==> src/rtl/aes_gf_pkg.sv <==
// GF(2^8) helpers shared by the AES MixColumns datapath: byte/column types and xtime.
package aes_gf_pkg;

  localparam logic [7:0] AES_POLY = 8'h1B;
  localparam int         AES_NB   = 4;

  typedef logic [7:0]  byte_t;
  typedef logic [31:0] col_t;

  // Multiply by x (02) modulo x^8+x^4+x^3+x+1.
  function automatic byte_t xtime(input byte_t b);
    return {b[6:0], 1'b0} ^ (b[7] ? AES_POLY : 8'h00);
  endfunction

  function automatic byte_t col_byte(input col_t c, input int r);
    return c[8*r +: 8];
  endfunction

endpackage

==> src/rtl/aes_mixcol_col.sv <==
// One AES column: combinational stage-1 xtime terms and stage-2 XOR combine.
// Inverse terms and the E/B/D/9 combine exist only when INV_MIXCOL_EN is defined.
module aes_mixcol_col
  import aes_gf_pkg::*;
(
  input  col_t a_i,
  input  logic inv_i,
  output col_t x2_o,
  output col_t x4_o,
  output col_t x8_o,
  input  col_t s_a_i,
  input  col_t s_x2_i,
  input  col_t s_x4_i,
  input  col_t s_x8_i,
  input  logic s_inv_i,
  output col_t b_o
);

  always_comb begin
    x2_o = '0;
    x4_o = '0;
    x8_o = '0;
    for (int r = 0; r < AES_NB; r++) begin
      x2_o[8*r +: 8] = xtime(col_byte(a_i, r));
`ifdef INV_MIXCOL_EN
      if (inv_i) begin
        x4_o[8*r +: 8] = xtime(col_byte(x2_o, r));
        x8_o[8*r +: 8] = xtime(col_byte(x4_o, r));
      end
`endif
    end
  end

  // 3a = 2a^a; inverse: 9=8+1, B=8+2+1, D=8+4+1, E=8+4+2.
  always_comb begin
    byte_t fwd_b;
    b_o   = '0;
    fwd_b = '0;
    for (int r = 0; r < AES_NB; r++) begin
      fwd_b = col_byte(s_x2_i, r)
            ^ col_byte(s_x2_i, (r + 1) % AES_NB) ^ col_byte(s_a_i, (r + 1) % AES_NB)
            ^ col_byte(s_a_i, (r + 2) % AES_NB)
            ^ col_byte(s_a_i, (r + 3) % AES_NB);
      b_o[8*r +: 8] = fwd_b;
`ifdef INV_MIXCOL_EN
      if (s_inv_i) begin
        b_o[8*r +: 8] =
            (col_byte(s_x8_i, r) ^ col_byte(s_x4_i, r) ^ col_byte(s_x2_i, r))
          ^ (col_byte(s_x8_i, (r + 1) % AES_NB) ^ col_byte(s_x2_i, (r + 1) % AES_NB)
             ^ col_byte(s_a_i, (r + 1) % AES_NB))
          ^ (col_byte(s_x8_i, (r + 2) % AES_NB) ^ col_byte(s_x4_i, (r + 2) % AES_NB)
             ^ col_byte(s_a_i, (r + 2) % AES_NB))
          ^ (col_byte(s_x8_i, (r + 3) % AES_NB) ^ col_byte(s_a_i, (r + 3) % AES_NB));
      end
`endif
    end
  end

`ifndef INV_MIXCOL_EN
  logic unused_inv_terms;
  assign unused_inv_terms = ^{inv_i, s_x4_i, s_x8_i, s_inv_i};
`endif

endmodule

==> src/rtl/aes_mixcol_pipe.sv <==
// Two-stage pipelined AES MixColumns, NCOL columns per beat, valid/ready on both sides.
// Define INV_MIXCOL_EN to build the InvMixColumns path and honour in_inv.
module aes_mixcol_pipe
  import aes_gf_pkg::*;
#(
  parameter int NCOL  = 1,
  parameter int TAG_W = 4
) (
  input  logic                 clk,
  input  logic                 rst,
  input  logic                 in_valid,
  output logic                 in_ready,
  input  logic                 in_inv,
  input  logic [32*NCOL-1:0]   in_data,
  input  logic [TAG_W-1:0]     in_tag,
  output logic                 out_valid,
  input  logic                 out_ready,
  output logic [32*NCOL-1:0]   out_data,
  output logic [TAG_W-1:0]     out_tag,
  output logic                 out_last,
  output logic [1:0]           beat_cnt
);

  localparam int         DW        = 32 * NCOL;
  localparam int         BEATS     = AES_NB / NCOL;
  localparam logic [1:0] LAST_BEAT = 2'(BEATS - 1);

  logic inv_in;
`ifdef INV_MIXCOL_EN
  assign inv_in = in_inv;
`else
  logic unused_in_inv;
  assign unused_in_inv = in_inv;
  assign inv_in        = 1'b0;
`endif

  logic [DW-1:0]    x2_c, x4_c, x8_c, b_c;
  logic             vld_p1_q, vld_p1_d, inv_p1_q;
  logic [TAG_W-1:0] tag_p1_q;
  logic [DW-1:0]    a_p1_q, x2_p1_q, x4_p1_q, x8_p1_q;
  logic             vld_p2_q, vld_p2_d;
  logic [DW-1:0]    data_p2_q;
  logic [TAG_W-1:0] tag_p2_q;
  logic [1:0]       cnt_q, cnt_d;
  logic             s1_rdy, s2_rdy, acc, load_p2, emit;

  for (genvar c = 0; c < NCOL; c++) begin : g_col
    aes_mixcol_col u_col (
      .a_i     (in_data[32*c +: 32]),
      .inv_i   (inv_in),
      .x2_o    (x2_c[32*c +: 32]),
      .x4_o    (x4_c[32*c +: 32]),
      .x8_o    (x8_c[32*c +: 32]),
      .s_a_i   (a_p1_q[32*c +: 32]),
      .s_x2_i  (x2_p1_q[32*c +: 32]),
      .s_x4_i  (x4_p1_q[32*c +: 32]),
      .s_x8_i  (x8_p1_q[32*c +: 32]),
      .s_inv_i (inv_p1_q),
      .b_o     (b_c[32*c +: 32])
    );
  end

  // Ready ripples back from the output so empty stages always absorb a beat.
  assign s2_rdy   = !vld_p2_q || out_ready;
  assign s1_rdy   = !vld_p1_q || s2_rdy;
  assign in_ready = s1_rdy;
  assign acc      = in_valid && s1_rdy;
  assign load_p2  = vld_p1_q && s2_rdy;
  assign emit     = vld_p2_q && out_ready;

  always_comb begin
    vld_p1_d = vld_p1_q;
    vld_p2_d = vld_p2_q;
    cnt_d    = cnt_q;
    if (s1_rdy) vld_p1_d = in_valid;
    if (s2_rdy) vld_p2_d = vld_p1_q;
    if (emit)   cnt_d = (cnt_q == LAST_BEAT) ? 2'd0 : cnt_q + 2'd1;
  end

  always_ff @(posedge clk) begin
    if (rst) begin
      vld_p1_q <= 1'b0;
      vld_p2_q <= 1'b0;
      cnt_q    <= 2'd0;
    end else begin
      vld_p1_q <= vld_p1_d;
      vld_p2_q <= vld_p2_d;
      cnt_q    <= cnt_d;
    end
  end

  // Stage 1: column bytes and xtime terms
  always_ff @(posedge clk) begin
    if (acc) begin
      a_p1_q   <= in_data;
      x2_p1_q  <= x2_c;
      x4_p1_q  <= x4_c;
      x8_p1_q  <= x8_c;
      inv_p1_q <= inv_in;
      tag_p1_q <= in_tag;
    end
  end

  // Stage 2: combined result, cleared on reset so the idle output reads zero
  always_ff @(posedge clk) begin
    if (rst) begin
      data_p2_q <= '0;
      tag_p2_q  <= '0;
    end else if (load_p2) begin
      data_p2_q <= b_c;
      tag_p2_q  <= tag_p1_q;
    end
  end

  assign out_valid = vld_p2_q;
  assign out_data  = data_p2_q;
  assign out_tag   = tag_p2_q;
  assign beat_cnt  = cnt_q;
  assign out_last  = vld_p2_q && (cnt_q == LAST_BEAT);

endmodule
==> config.mk <==
export PLATFORM = sky130hd
export DESIGN_NAME = aes_mixcol_pipe
export DESIGN_NICKNAME = d
export VERILOG_FILES = /design/src/rtl/aes_gf_pkg.sv /design/src/rtl/aes_mixcol_col.sv /design/src/rtl/aes_mixcol_pipe.sv
export SDC_FILE = /design/constraint.sdc
export NUM_CORES = 1
export LEC_CHECK = 0
export BUFFER_PORTS_ARGS = -buffer_cell sky130_fd_sc_hd__buf_2
export CAP_MARGIN = 25
export CORE_ASPECT_RATIO = 1.75
export CORE_MARGIN = 2
export CORE_UTILIZATION = 55
export DETAILED_ROUTE_END_ITERATION = 6
export PLACE_DENSITY = 0.79
export SYNTH_ARGS = -nofsm -noshare
export SYNTH_HDL_FRONTEND = slang
export SYNTH_HIERARCHICAL = 1
export SYNTH_SLANG_ARGS = --single-unit
==> constraint.sdc <==
create_clock -name clk -period 8.25 [get_ports clk]
set_clock_uncertainty 0.15 [all_clocks]
set_input_delay 0.4125 -clock clk [delete_from_list [all_inputs] [get_ports clk]]
set_output_delay 0.4125 -clock clk [all_outputs]
set_load 0.005 [all_outputs]
Word level (Yosys, flattened, before mapping)
Cells that the tools add are included.
{ "word_totals": {"out_inout_bits": 41, "ff_bits": 108, "input_bits": 41, "elab_cells": 43} }
{ "op_classes": {"n_reduce_logical": 8, "n_addsub": 1, "bitwise": 20, "eq_ne": 1, "n_mux": 5} }
{ "ops": {"columns": ["cell", "count"], "rows": [
  ["XOR 8 bit", 20],
  ["two-way mux 5 bit", 4],
  ["logical AND 1 bit", 4],
  ["adder 2 x 1 -> 2 bit (second input constant)", 1],
  ["== test 2 bit (second input constant)", 1],
  ["logical NOT 1 bit", 2],
  ["logical OR 1 bit", 2],
  ["two-way mux 2 bit", 1]
]} }

Logic depth before layout (Yosys ltp)
{ "logic_depth": {"depth_word": 4, "ltp_mapped": 5, "mapped_depth_nobuf": 4} }

Modules after synthesis
The synthesis kept the hierarchy.
{ "by_module_without_submodules": {"columns": ["mod", "cells_per_inst", "instances", "area_per_inst_um2"], "rows": [
  ["aes_mixcol_pipe", 310, 1, 5754.3],
  ["aes_mixcol_col", 170, 1, 1750.4]
]} }

Worst setup path after synthesis
Ideal clock, no wire load.
{ "synth_path": {"path_kind": "register -> register", "startpoint": "register vld_p2_q, in the netlist out_valid", "endpoint": "register a_p1_q[0] (enable)", "arrival_ns": 6.854, "stages_incl_launch_ff": 3, "n_path_buf": 0, "slack_ns": 0.579, "path_cell_list": "dfxtp_1 > nor2b_4 > a21oi_1"} }
{ "synth_between": {"elab_chain_cells": 4} }
{ "synth_lines": {"columns": ["element", "line", "text"], "rows": [
  ["start, declared", "aes_mixcol_pipe.sv:41", "logic vld_p2_q, vld_p2_d;"],
  ["start signal, assigned", "aes_mixcol_pipe.sv:87", "vld_p2_q <= vld_p2_d;"],
  ["logical NOT 1 bit", "aes_mixcol_pipe.sv:64", "assign s2_rdy = !vld_p2_q || out_ready;"],
  ["logical OR 1 bit", "aes_mixcol_pipe.sv:64", null],
  ["logical OR 1 bit", "aes_mixcol_pipe.sv:65", "assign s1_rdy = !vld_p1_q || s2_rdy;"],
  ["logical AND 1 bit", "aes_mixcol_pipe.sv:67", "assign acc = in_valid && s1_rdy;"],
  ["via acc", "aes_mixcol_pipe.sv:45", "logic s1_rdy, s2_rdy, acc, load_p2, emit;"],
  ["end signal, assigned", "aes_mixcol_pipe.sv:95", "a_p1_q <= in_data;"],
  ["end, declared", "aes_mixcol_pipe.sv:40", "logic [DW-1:0] a_p1_q, x2_p1_q, x4_p1_q, x8_p1_q;"]
]} }
The timed path passes the listed nets, and every way through them passes these cells.
A chain may end at the register's enable or synchronous reset.

Worst setup path after layout
{ "layout_path": {"startpoint": "register vld_p2_q, in the netlist out_valid", "endpoint": "register a_p1_q[4] (enable)"} }
Same word-level chain as after synthesis.

==> summary.txt <==
Route
  – DRC Markers: 0
  – Drt pass-1 iters: 4
  – Initial DRC count: around 140
  – Antenna Nets Post-Route: 0
  – Vias per cell: about 4.8
  – Routed WL: approximately 8400 um
  – Routed via count: around 2600
  – Routed len/inst: ~16 um

Pwr
  – PD cells: around 220 mW/mm^2
  – Total power: 1.25 mW
  – Leakage: roughly 2.5 nW
  – VDD IR max: 0.204 mV

STA
  – Min Clock Period, post-route: 1.89 ns
  – RSZ-0062 raised after global routing: no
  – Pins Over Slew Limit: 0
  – Setup TNS: 0 ns
  – Final Hold Fails: 0
  – Final worst-path cycle share: 0.229
  – Fmax: between 500 and 600 MHz
  – WHS: approximately 0.095 ns
  – Setup violators final: 0
  – Worst-Margin Slew: between 0.9 and 1 ns
  – Slew headroom: 0.379

Placed design
  – GPL Wtd Cong: around 0.8
  – Post-DP HPWL: slightly below 6000 um
  – Number of port buffers: 80
  – Placed cell areas: about 0.0055 mm^2

Finish
  – Diode count: 0
  – Commonest non-fill, non-tap cell in the layout: buf_2
  – Post-route cell area: 0.00575 mm^2
  – P&R area growth vs syn: 12.8%
  – Most frequent cells in the layout: buf_2 (80), nand2b_1 (72), edfxtp_1 (68)
  – Layout cells sized above 1: 0.240
  – Fin nets: 453

CTS
  – CTS tree: done
  – Post-CTS resize count: 0
  – Clk sinks: around 110
  – Clk slew on worst S/H paths: around 0.070 ns
  – Setup bufs post-CTS: 0
  – Max clock buf depth: 2
  – Number of hold buffers added after CTS: 0
  – Cts bufs inserted: 9
  – CTS root buf: clkbuf_16
  – Clock latency at the later pin of the worst-skew pair: about 0.34 ns
  – CTS H-tree depth: 3

Critical path
  – Slowest stage delay, CP: ~0.67 ns
  – Slowest CP cell: buf_4
  – Setup CP Type: flip-flop to flip-flop
  – Worst EP arrival: around 1.7 ns
  – CP required: approximately 8.1 ns
  – CP startpoint kind: flip-flop
  – Max FO, Critical Path: 68
  – Setup crit end kind: flip-flop
  – Crit-path cells: nor2b_4 -> a21oi_4 -> buf_4

Floorplanning
  – Row cnt: 46
  – Die area: between 0.01 and 0.015 mm^2
  – Core area: approximately 0.009 mm^2
  – Die Y: 131 um
  – Starting Density: 0.564
  – Io pins: around 80
  – DIE WIDTH: 76.8 um

Outcome
  – Status: complete, no violations

Global routing
  – Grt ovf: 0
  – Largest net degree at the start of global routing: 77
  – First-pass GRT wire length: around 14000 um
  – GRT Util Overall: 0.179
  – Vias in the first global route: 2702
  – Initial antenna violation count: 0

Yosys
  – Avg Cell Area, Syn: 14.6 um^2
  – YS warnings: 6
  – Syn Inst Count: 350
  – Area of the mapped netlist: ~0.0051 mm^2
  – Post-synthesis net count: 392

Hold path
  – Class of the worst hold path: input port to flip-flop

Flow run
  – Max_cap viols: 0
[power by group]
part,internal [mW],total (mW),switching (mW)
registers,0.617,0.641,0.0233
clock network,0.242,0.419,0.177
logic,0.105,0.188,0.0830
[stage by stage]
stage	setup slack, ns	utilization	std cells
after floorplan	3.79	-	350
after global placement	6.30	0.603	520
after detailed placement	6.26	0.603	520
after CTS	6.37	0.636	536
after global routing	6.26	0.636	536
final	6.36	0.636	536
[sequential cells by signal (all words and copies together), names as in the netlist]
signal,count
out_tag,4
vld_p1_q,1
out_data,32
tag_p1_q,4
out_valid,1
x2_p1_q,32
a_p1_q,32
beat_cnt,2
[layer usage]
layer,wire (um),global-route usage,vias to the layer above
li1,-,-,1290
met1,3470,0.218,1242
met2,4470,0.306,55
met3,273,0.0357,11
met4,171,0.0768,0
met5,0,0,-
[final timing paths]
kind	cells past startpoint	to	slack, ns	start
worst max-delay path	3	a_p1_q[4]	6.36	out_valid
worst min-delay path	1	tag_p1_q[3]	0.1	in_tag[3]
worst max register to register	3	a_p1_q[4]	6.36	out_valid
worst min register to register	2	out_data[8]	0.32	out_data[8]
[layout make-up]
type                    instances  area [um^2]
clock buffers                  15          290
clock inverters                 1         5.00
fillers                       700         3290
inverters                       1         3.75
multi-input cells             209         2040
flip-flops and latches        108         2840
well taps                     120          150
repair buffers                 82          415
[critical path: cells and delay by family (launching register included)]
| family | cells | cell delay, ns |
|---|---|---|
| AOI/OAI and AO/OA | 1 | 0.13 |
| and+or+nand+nor | 1 | 0.16 |
| buffers and inverters | 1 | 0.67 |
| DFF | 1 | 0.34 |
No activity file was read; power rests on OpenSTA's default activity.
